## src/rtl/alu_pkg.sv

```systemverilog
// Shared ALU definitions: sequencer state encoding, nibble count, saturation limits.
// Pure declarations; no latency and no flow control of its own.
// Imported by the serial add/sub controller.
package alu_pkg;

    localparam int NIBBLES = 4;

    localparam logic [15:0] SAT_MAX = 16'h7FFF;
    localparam logic [15:0] SAT_MIN = 16'h8000;

    typedef enum logic [1:0] {
        IDLE = 2'd0,
        CALC = 2'd1,
        DONE = 2'd2
    } state_t;

    // On signed overflow the true result carries the sign of operand A.
    function automatic logic [15:0] sat_limit(input logic a_sign);
        return a_sign ? SAT_MIN : SAT_MAX;
    endfunction

endpackage

```

## src/rtl/nibble_addsub.sv

```systemverilog
// 4-bit ripple add slice; b is pre-inverted by the caller for subtraction.
// Combinational, zero latency; no handshake.
// Exposes the carry into the top bit so the caller can detect signed overflow.
module nibble_addsub (
    input  logic [3:0] a,
    input  logic [3:0] b,
    input  logic       cin,
    output logic [3:0] sum,
    output logic       cout,
    output logic       c3
);

    logic [4:0] w_c;

    always_comb begin
        w_c    = '0;
        sum    = '0;
        w_c[0] = cin;
        for (int i = 0; i < 4; i++) begin
            sum[i]   = a[i] ^ b[i] ^ w_c[i];
            w_c[i+1] = (a[i] & b[i]) | (a[i] & w_c[i]) | (b[i] & w_c[i]);
        end
    end

    assign cout = w_c[4];
    assign c3   = w_c[3];

endmodule

```

## src/rtl/serial_addsub_ctrl.sv

```systemverilog
// 16-bit signed add/sub computed one nibble per cycle through a single 4-bit slice.
// Latency 5 cycles from accepted start to the done pulse; one op per 5 cycles.
// start is honoured only while ready; starts during busy are ignored.
import alu_pkg::*;

module serial_addsub_ctrl #(
    parameter int WIDTH = 16,
    parameter int NIB   = 4
) (
    input  logic             clk,
    input  logic             rst,
    input  logic             start,
    input  logic [WIDTH-1:0] A,
    input  logic [WIDTH-1:0] B,
    input  logic             sub,
    input  logic             sat,
    output logic             ready,
    output logic             busy,
    output logic             done,
    output logic [WIDTH-1:0] Sum,
    output logic             Ovfl
);

    state_t           r_state;
    state_t           w_state_nxt;

    logic [WIDTH-1:0] r_a;
    logic [WIDTH-1:0] r_b;
    logic             r_sub;
    logic             r_sat;
    logic [1:0]       r_idx;
    logic             r_carry;
    logic [WIDTH-1:0] r_acc;
    logic [WIDTH-1:0] r_sum;
    logic             r_ovfl;
    logic             r_busy;
    logic             r_done;

    logic             w_ready;
    logic             w_accept;
    logic             w_last;
    logic [NIB-1:0]   w_slice_a;
    logic [NIB-1:0]   w_slice_b;
    logic [NIB-1:0]   w_slice_sum;
    logic             w_slice_cout;
    logic             w_slice_c3;
    logic             w_ovf;
    logic [WIDTH-1:0] w_acc_final;

    assign w_ready  = (r_state == IDLE) || (r_state == DONE);
    assign w_accept = start && w_ready;
    assign w_last   = (r_idx == 2'(NIBBLES - 1));

    assign w_slice_a = r_a[r_idx*NIB +: NIB];
    assign w_slice_b = r_b[r_idx*NIB +: NIB] ^ {NIB{r_sub}};

    nibble_addsub u_slice (
        .a    (w_slice_a),
        .b    (w_slice_b),
        .cin  (r_carry),
        .sum  (w_slice_sum),
        .cout (w_slice_cout),
        .c3   (w_slice_c3)
    );

    // Only meaningful on the top nibble, where c3/cout straddle bit 15.
    assign w_ovf = w_slice_c3 ^ w_slice_cout;

    always_comb begin
        w_acc_final                = r_acc;
        w_acc_final[WIDTH-1 -: NIB] = w_slice_sum;
    end

    always_comb begin
        w_state_nxt = r_state;
        case (r_state)
            IDLE:    if (start) w_state_nxt = CALC;
            CALC:    if (w_last) w_state_nxt = DONE;
            DONE:    w_state_nxt = start ? CALC : IDLE;
            default: w_state_nxt = IDLE;
        endcase
    end

    always_ff @(posedge clk or posedge rst) begin
        if (rst) begin
            r_state <= IDLE;
            r_busy  <= 1'b0;
            r_done  <= 1'b0;
        end else begin
            r_state <= w_state_nxt;
            r_busy  <= (w_state_nxt == CALC);
            r_done  <= (w_state_nxt == DONE);
        end
    end

    always_ff @(posedge clk or posedge rst) begin
        if (rst) begin
            r_a     <= '0;
            r_b     <= '0;
            r_sub   <= 1'b0;
            r_sat   <= 1'b0;
            r_idx   <= '0;
            r_carry <= 1'b0;
            r_acc   <= '0;
            r_sum   <= '0;
            r_ovfl  <= 1'b0;
        end else if (w_accept) begin
            r_a     <= A;
            r_b     <= B;
            r_sub   <= sub;
            r_sat   <= sat;
            r_idx   <= '0;
            r_carry <= sub;
            r_acc   <= '0;
        end else if (r_state == CALC) begin
            r_acc[r_idx*NIB +: NIB] <= w_slice_sum;
            r_carry                 <= w_slice_cout;
            r_idx                   <= r_idx + 2'd1;
            // Visible result is updated only once the final nibble is known.
            if (w_last) begin
                r_ovfl <= w_ovf;
                r_sum  <= (r_sat && w_ovf) ? sat_limit(r_a[WIDTH-1]) : w_acc_final;
            end
        end
    end

    assign ready = w_ready;
    assign busy  = r_busy;
    assign done  = r_done;
    assign Sum   = r_sum;
    assign Ovfl  = r_ovfl;

endmodule

```

## config.mk

```make
export PLATFORM = sky130hd
export DESIGN_NAME = serial_addsub_ctrl
export DESIGN_NICKNAME = d
export VERILOG_FILES = /design/src/rtl/alu_pkg.sv /design/src/rtl/nibble_addsub.sv /design/src/rtl/serial_addsub_ctrl.sv
export SDC_FILE = /design/constraint.sdc
export NUM_CORES = 1
export LEC_CHECK = 0
export CAP_MARGIN = 20
export CORE_UTILIZATION = 40
export DETAILED_ROUTE_END_ITERATION = 8
export GPL_TIMING_DRIVEN = 0
export SETUP_SLACK_MARGIN = 0.4
export SLEW_MARGIN = 20
export SYNTH_ARGS = -nofsm -noshare
export SYNTH_HDL_FRONTEND = slang
export SYNTH_SLANG_ARGS = --single-unit
```

## constraint.sdc

```tcl
create_clock -name clk -period 4.6 [get_ports clk]
set_clock_uncertainty 0.2 [all_clocks]
set_input_delay 0.92 -clock clk [delete_from_list [all_inputs] [get_ports clk]]
set_output_delay 0.92 -clock clk [all_outputs]
set_load 0.02 [all_outputs]
```

Yosys cells after proc, flatten, opt, wreduce, memory -nomap -nowiden
Cells that the tools add are included.
- $add $sub $neg: 2
- eq/ne operators: 5
- shift-type cells: 4
- muxes and demuxes: 13
- bitwise logic cells: 31
- reductions and logical operators: 6
- operators with widths (kind ; count):
    two-way mux 16 bit ; 4
    negation 4 -> 34 bit ; 1
    variable shift 4 x 34 -> 16 bit (first input constant) ; 1
    variable part select 4 x 34 -> 16 bit ; 1
    variable part select 16 x 5 -> 4 bit ; 2
    bitwise mux 16 bit ; 1
    AND 1 bit ; 12
    bitwise XOR 1 bit ; 9
    two-way mux 2 bit ; 4
    OR 1 bit ; 8
    equality test 2 bit (second input constant) ; 3
    case mux 2 bit (3 select lines) ; 1
    equality test 2 x 1 -> 1 bit (second input constant) ; 2
    bitwise XOR 4 bit ; 1
    two-way mux 1 bit ; 3
    AND reduction 3 bit ; 1
    adder 2 x 1 -> 2 bit (second input constant) ; 1
    logical AND 1 bit ; 2
    logical NOT 2 bit ; 1
    nonzero test 2 bit ; 1
    logical OR 1 bit ; 1
    NOT 1 bit ; 1
- register bits after elaboration: 74
- input bits: 37
- output and inout port bits: 20
- logic and storage cells: 73

Longest topological paths before layout
Gate-level depths: netlist of the first run.
- depth after elaboration: 17
- gate-level depth with buffers: 13
- gate-level depth less buffers: 10

By module
From an unflattened synthesis of the first run, not the netlist that was laid out.
- cells, all modules: 323
- area total of the unflattened synthesis: 3329.4 um^2
- by module, submodules not included (module ; times used ; cells each ; area an instance (um^2) ; sequential area each (um^2)):
    serial_addsub_ctrl ; 1 ; 309 ; 3211.8 ; 1751.7
    nibble_addsub ; 1 ; 14 ; 117.6 ; 0.0

Least setup slack after synthesis of the first run
No wires, ideal clock.
- kind: reg-to-reg
- start: register r_idx[0]
- end: register r_sum[15] (netlist: Sum[15])
- library setup time: 121 ps
- arrival time: 3324 ps
- data required time: 4279 ps
- setup slack: 955 ps
- stages on the path, launching flop included: 13
- path buffers: 2
- period minus slack after synthesis: 3645 ps
- cells stage by stage: dfrtp_1 -> buf_6 -> buf_6 -> mux4_2 -> inv_1 -> fa_1 -> inv_1 -> fa_1 -> fa_1 -> fa_1 -> xor2_1 -> a21boi_0 -> o22a_1
- longest elaborated chain between the ends: 17
- elaborated cells on any way between the ends: 30
- classes of those cells: 1 x eq/ne; 2 x shift; 1 x mux; 24 x bitwise; 2 x reduce/logical
- ends and longest elaborated chain (item ; line ; text):
    start: declaration ; serial_addsub_ctrl.sv:31 ; logic [1:0] r_idx;
    start signal: assignment ; serial_addsub_ctrl.sv:118 ; r_idx <= r_idx + 2'd1;
    variable part select 16 x 5 -> 4 bit ; serial_addsub_ctrl.sv:55 ; assign w_slice_b = r_b[r_idx*NIB +: NIB] ^ {NIB{r_sub}};
    bitwise XOR 4 bit ; serial_addsub_ctrl.sv:55 ;
    AND 1 bit ; nibble_addsub.sv:21 ; w_c[i+1] = (a[i] & b[i]) | (a[i] & w_c[i]) | (b[i] & w_c[i]);
    OR 1 bit (2 in a row) ; nibble_addsub.sv:21 ;
    AND 1 bit ; nibble_addsub.sv:21 ;
    OR 1 bit (2 in a row) ; nibble_addsub.sv:21 ;
    AND 1 bit ; nibble_addsub.sv:21 ;
    OR 1 bit (2 in a row) ; nibble_addsub.sv:21 ;
    AND 1 bit ; nibble_addsub.sv:21 ;
    OR 1 bit (2 in a row) ; nibble_addsub.sv:21 ;
    bitwise XOR 1 bit ; serial_addsub_ctrl.sv:67 ; assign w_ovf = w_slice_c3 ^ w_slice_cout;
    logical AND 1 bit ; serial_addsub_ctrl.sv:122 ; r_sum <= (r_sat && w_ovf) ? sat_limit(r_a[WIDTH-1]) : w_acc_final;
    two-way mux 16 bit ; serial_addsub_ctrl.sv:122 ;
    end signal: assignment ; serial_addsub_ctrl.sv:122 ;
    end: declaration ; serial_addsub_ctrl.sv:34 ; logic [WIDTH-1:0] r_sum;
Parallel ways exist; a longest one is shown, timed or not.
A chain may end at the register's enable or synchronous reset.

Worst setup path after layout of the first run
- start: register r_idx[0]
- end: register r_sum[3] (netlist: Sum[3])
The elaborated chain is that of the path after synthesis.

==> results.cfg, run 1 <==
[outcome]
run_status = completed

[global_route]
globalRouteOverflowTotal = 0
antenna_found_initial = 0
grt_max_degree = 38
globalRouteTotalUtil_pct = 18.2
global_route_wire_length_before_repair_um = 11700
via_count_of_the_first_global_routing_pass = 2384

[timing]
finalHoldViolations = 0
period_needed_ns = 3.93
timing.slew.headroom_pct = 66.1
timing.fmax_ghz = 0.254
setup_viol_count_final = 0
period_share_pct = 85.5
timing_max_transition_violations_final = 0
timing_worst_slew_pin_value_ns = 0.508
fin_tns_setup_ns = 0
rsz0062_at_grt = no

[critical_path]
crit_path_start_kind = flip-flop
timing.critical_path.cells = buf_6 -> buf_6 -> mux4_2 -> inv_1 -> fa_1 -> inv_1 -> fa_1 -> fa_1 -> fa_2 -> xnor2_2 -> buf_2 -> o21ai_0 -> a21oi_1
worstSetupPathType = reg2reg
cpMostUsedCell = fa_1
crit_path_end_kind = flip-flop
cpPeakStageDelay_ns = 0.51
cp.buffers_inverters = 5
rrSetupSlack_ns = 0.67
cp_top_family = adder cells
worst_path_required_ns = 4.67
timing.critical_path.slowest_stage_cell = mux4_2
worstPathMaxFanout = 10
cp.arrival_ns = 4.01

[synthesis]
synth_top_area_cell = dfrtp_1
number_of_warning_messages_in_the_yosys_log = 0
synth-seq-area-share_pct = 54.4
count_of_distinct_cell_types_in_the_synthesized_netlist = 35
synth_top_cells_by_area = dfrtp_1 54%, nand2_1 13%, mux4_2 4.9%
postSynthAreaPerCell_um2 = 10.4
postSynthRegisterBits = 70
synthesis.area_um2 = 3220
synth.net_count = 355
synth.top_cell.area_share_pct = 54.4
syn_inst = 310

[layout]
drive_above_1_share_pct = 13.1
layout.cells.most_common = nand2_1
antenna_cells = 0
fin_nets = 423
mostFrequentLayoutCells = 110 x nand2_1, 70 x dfrtp_1, 56 x clkdlybuf4s50_1, 20 x o21ai_0, 16 x a21oi_1
syn2layout_area_growth_pct = 28.8
final_cell_area_um2 = 4150

[drt]
dr.first_iter.drc_count = 40
drtPass1Iterations = 4
detail_route.wirelength_um = 6830
viasPerCell = 4.84
drc = 0
detail_route.wl_per_cell_um = 14.1
via_count = 2345
number_of_nets_still_failing_antenna_checks_after_routing = 0

[clock_tree]
worst_skew_pair.late_latency_ns = 0.35
clk_path_buf_depth = 2
post_cts.repair.setup_buffers = 0
cts-buffers-inserted = 9
worst_setup_hold_path_clk_slew_ns = 0.07
cts_tree = yes
clock_tree.htree_level_count = 3
root_buffer = clkbuf_8
sink_count = 70

[floorplan]
die-width_um = 91.7
core_area_um2 = 7770
initial_utilization_pct = 41.4
die_area_um2 = 8410
die_height_um = 91.7
num_io_pins = 57
num_rows = 32

[power_and_ir_drop]
cellPowerDensity_nw_per_um2 = 865
worst_ir_drop_on_vdd_mv = 0.445
leakage_uw = 0.00195

[placed_design]
port_buffers = 56
detailed_place.area_um2 = 3930
gpl.final_weighted_congestion = 0.762
place.detailed.hpwl_um = 4820

[job]
maxcap_viol_count = 0

[min_path]
min_path_type = reg2reg
## metrics by stage
| stage | util [%] | hold slack [ns] | std cells | total power [uW] | worst slack [ns] |
|---|---|---|---|---|---|
| floorplan | - | 0.237 | 310 | 2370 | 0.955 |
| detailed placement | 50.6 | 0.258 | 469 | 3050 | 0.582 |
| CTS | 53.2 | 0.276 | 485 | 3560 | 0.555 |
| global route | 53.4 | 0.304 | 485 | 3880 | 0.423 |
| finish | 53.4 | 0.274 | 485 | 3580 | 0.666 |
| global placement | 50.3 | 0.251 | 468 | 3010 | 0.467 |
## area by class of cell
cell class / instances / area (um^2)
Buffer: 18 / 120
Clock buffer: 12 / 155
Clock inverter: 4 / 45.0
Fill cell: 719 / 3620
Inverter: 11 / 43.8
Multi-Input combinational cell: 211 / 1320
Sequential cell: 70 / 1750
Tap cell: 102 / 128
Timing Repair Buffer: 57 / 581
## worst min-delay path, stage by stage (launching register included)
cell and delay (ns):
dfrtp_1 0.34, nand2_1 0.05, nand2_1 0.06
## logic make-up after synthesis
group | after synthesis | synth area share [%]
adders and majority gates | 8 | 4.04
buffers and inverters | 29 | 5.02
muxes | 8 | 5.72
DFF | 70 | 54.4
and+or+nand+nor | 132 | 18.1
AOI/OAI and AO/OA | 57 | 11.1
xor gates and xnor gates | 6 | 1.63
## flip-flops by register name, indices dropped and copies added, names as in the netlist, 2 cells and up
signal and cells:
r_a 16, r_acc 12, Sum 16, r_b 16
r_idx 2, r_state 2
## synthesized netlist by cell type, drive strengths merged
cell type / number
a21oi: 18
xor2: 4
dfrtp: 70
inv: 11
a21boi: 1
xnor2: 2
buf: 16
clkbuf: 2
a31oi: 1
nand3: 1
nor4b: 1
ha: 4
nand2b: 4
and2b: 1
a22o: 12
nor2: 9
o21ai: 21
nand3b: 3
mux4: 8
nor2b: 1
o22a: 1
fa: 4
o31a: 1
nor4: 2
o31ai: 1
o22ai: 1
nand2: 110
## metal layers
metal,track usage (%),wire [um],up-vias
li1,-,-,1158
met1,25.1,3300,1117
met2,27.8,3120,58
met3,3.48,253,12
met4,8.46,149,0
met5,0,0,-
## what timing repair did
item,in CTS,in global routing
endpoints found under the setup margin,0,13
hold buffers,0,0
resized for setup,0,3
## worst paths after layout
path	endpoint	depth (start not counted)	from
worst max register to register	Sum[3]	13	r_idx[0]
worst min register to register	r_b[7]	2	r_b[7]
worst min-delay path	r_b[7]	2	r_b[7]
min in group asynchronous	Sum[1]	2	rst
worst max-delay path	Sum[3]	13	r_idx[0]
max in group asynchronous	r_b[9]	3	rst
## power breakdown
| part | switching (uW) | internal (uW) |
|---|---|---|
| logic | 1210 | 864 |
| registers | 128 | 874 |
| clock network | 227 | 278 |
| total | 1570 | 2020 |
Note: power is estimated with default switching activity, not from simulation.
==> run 2: changes to the inputs <==
Settings changed: ABC_AREA set to 1, SETUP_SLACK_MARGIN 0.4 to not set.
==> results.cfg, run 2 <==
[critical_path]
cpPeakStageDelay_ns = 0.44
rr_worst_depth = 17
cp_top_family = adder cells
cpMostUsedCell = nand2_1
crit_path_end_kind = flip-flop
cp.buffers_inverters = 4
worstSetupPathType = reg2reg
worstReg2RegStart = r_idx[1]
worstReg2RegEnd = Sum[7]
cp.arrival_ns = 3.91
crit_path_start_kind = flip-flop
worstPathMaxFanout = 11
worst_path_required_ns = 4.64
timing.critical_path.slowest_stage_cell = fa_1
rrSetupSlack_ns = 0.73
timing.critical_path.cells = buf_2 -> clkinv_1 -> nand3_1 -> nand3_1 -> nand2_1 -> fa_1 -> inv_1 -> fa_1 -> fa_1 -> fa_1 -> nand2_1 -> nand3_2 -> buf_2 -> nand2_1 -> nand2_1 -> nand2_1 -> nand2_1

[drt]
drc = 0
via_count = 2774
viasPerCell = 4.59
number_of_nets_still_failing_antenna_checks_after_routing = 0
detail_route.wl_per_cell_um = 11.8
detail_route.wirelength_um = 7110
drtPass1Iterations = 4
dr.first_iter.drc_count = 74

[min_path]
hold_end = Sum[1]
min_path_cells = 2
hold_path.startpoint = Sum[1]
min_path_type = reg2reg

[timing]
timing_worst_slew_pin_value_ns = 0.402
hold_ws_ns = 0.279
timing_max_transition_violations_final = 0
setup_viol_count_final = 0
period_needed_ns = 3.87
timing.fmax_ghz = 0.258
rsz0062_at_grt = no
period_share_pct = 84.1
timing.slew.headroom_pct = 73.2
finalHoldViolations = 0
fin_tns_setup_ns = 0

[power_and_ir_drop]
cellPowerDensity_nw_per_um2 = 782
leakage_uw = 0.00226
worst_ir_drop_on_vdd_mv = 0.322

[layout]
fin_nets = 540
drive_above_1_share_pct = 9.20
postLayoutCoreUtil_pct = 52.2
antenna_cells = 0
layout.cells.most_common = nand2_1
mostFrequentLayoutCells = 240 x nand2_1, 70 x dfrtp_1, 56 x clkdlybuf4s50_1, 20 x o21ai_0, 18 x nand3_1
syn2layout_area_growth_pct = 27.3

[synthesis]
yosysMostFrequentCell = nand2_1
synth.net_count = 472
syn_inst = 427
synthesis.area_um2 = 3350
count_of_distinct_cell_types_in_the_synthesized_netlist = 23
postSynthAreaPerCell_um2 = 7.85
synth_async_reset_ratio_pct = 100
synth_enable_flop_cells = 0
postSynthRegisterBits = 70
postSynth.topFlopCell = dfrtp_1
synth_common_cells = 240 x nand2_1, 70 x dfrtp_1, 20 x o21ai_0
synth_top_cells_by_area = dfrtp_1 52%, nand2_1 27%, o21ai_0 3.0%
synth-seq-area-share_pct = 52.2
number_of_warning_messages_in_the_yosys_log = 0
synth_top_area_cell = dfrtp_1
synth.top_cell.area_share_pct = 52.2

[clock_tree]
sink_count = 70
post_cts.repair.setup_buffers = 0
clk_path_buf_depth = 2
clock_tree.htree_level_count = 3
worst_skew_pair.late_latency_ns = 0.34
worst_setup_hold_path_clk_slew_ns = 0.07
cts_hold_repair.buffers = 0
root_buffer = clkbuf_8
cts_tree = yes
cts-buffers-inserted = 9
post_cts.resized_instances = 0

[placed_design]
port_buffers = 56
gpl.final_weighted_congestion = 0.827
place.detailed.hpwl_um = 5040

[global_route]
grt_max_degree = 40
globalRouteOverflowTotal = 0
antenna_found_initial = 0
via_count_of_the_first_global_routing_pass = 2708
global_route_wire_length_before_repair_um = 12500
globalRouteTotalUtil_pct = 18.6

[floorplan]
die_height_um = 93.6
initial_utilization_pct = 41.0
core_area_um2 = 8180
die_area_um2 = 8750
num_rows = 33
die-width_um = 93.6
num_io_pins = 57

[outcome]
run_status = completed

[job]
maxcap_viol_count = 0
## run 2: cell type report
cell class                 instances  area (um^2)
sequential                        70         1750
clock inverter                     4         45.0
inverter                          21         81.3
timing repair buffer              57          581
tap                              105          131
clock buffer                      12          155
fill                             829         3910
buffer                            16          101
multi-input combinational        320         1420
## run 2: kinds of logic after synthesis
kind of cell	synth area share [%]
DFF	52.2
buffers and inverters	5.37
and+or+nand+nor	34.1
adders and majority gates	3.88
AOI/OAI and AO/OA	4.44
## run 2: stage by stage
stage	std cells	total power [uW]	setup slack, ns	instance area [um^2]
6_report	605	3340	0.729	4270
5_1_grt	605	3690	0.395	4270
4_1_cts	605	3370	0.729	4270
3_5_place_dp	589	2850	0.741	4070
3_3_place_gp	588	2820	0.496	4050
2_1_floorplan	427	2300	1.17	3350
## run 2: per-layer routing
metal  routed length, um  track usage (%)  up-vias
met2                3390             30.6       56
met5                   0                0        -
li1                    -                -     1453
met3                 259             3.82       10
met1                3360             24.1     1255
met4                 105             6.92        0
## run 2: worst reg2reg max path, cell delays in order, from the launching register on
cell	delay, ns
dfrtp_1	0.37
buf_2	0.23
clkinv_1	0.35
nand3_1	0.25
nand3_1	0.09
nand2_1	0.09
fa_1	0.16
inv_1	0.05
fa_1	0.37
fa_1	0.44
fa_1	0.43
nand2_1	0.15
nand3_2	0.16
buf_2	0.22
nand2_1	0.08
nand2_1	0.05
nand2_1	0.06
nand2_1	0.05
## run 2: how the worst max path moves through the flow
stage / end / slack (ns) / startpoint / cells past startpoint
after global routing: Sum[15] / 0.39 / r_idx[0] / 15
after floorplan: Sum[0] / 1.17 / r_idx[0] / 17
after global placement: r_a[2] / 0.50 / rst / 2
after detailed placement: Sum[15] / 0.74 / r_idx[1] / 15
final: Sum[7] / 0.73 / r_idx[1] / 17
after CTS: Sum[15] / 0.73 / r_idx[1] / 15
## run 2: power by group
part	total (uW)	switching, uW	internal [uW]
Clock	508	231	278
Combinational	1810	1110	699
Sequential	1020	143	873
Total	3340	1490	1850
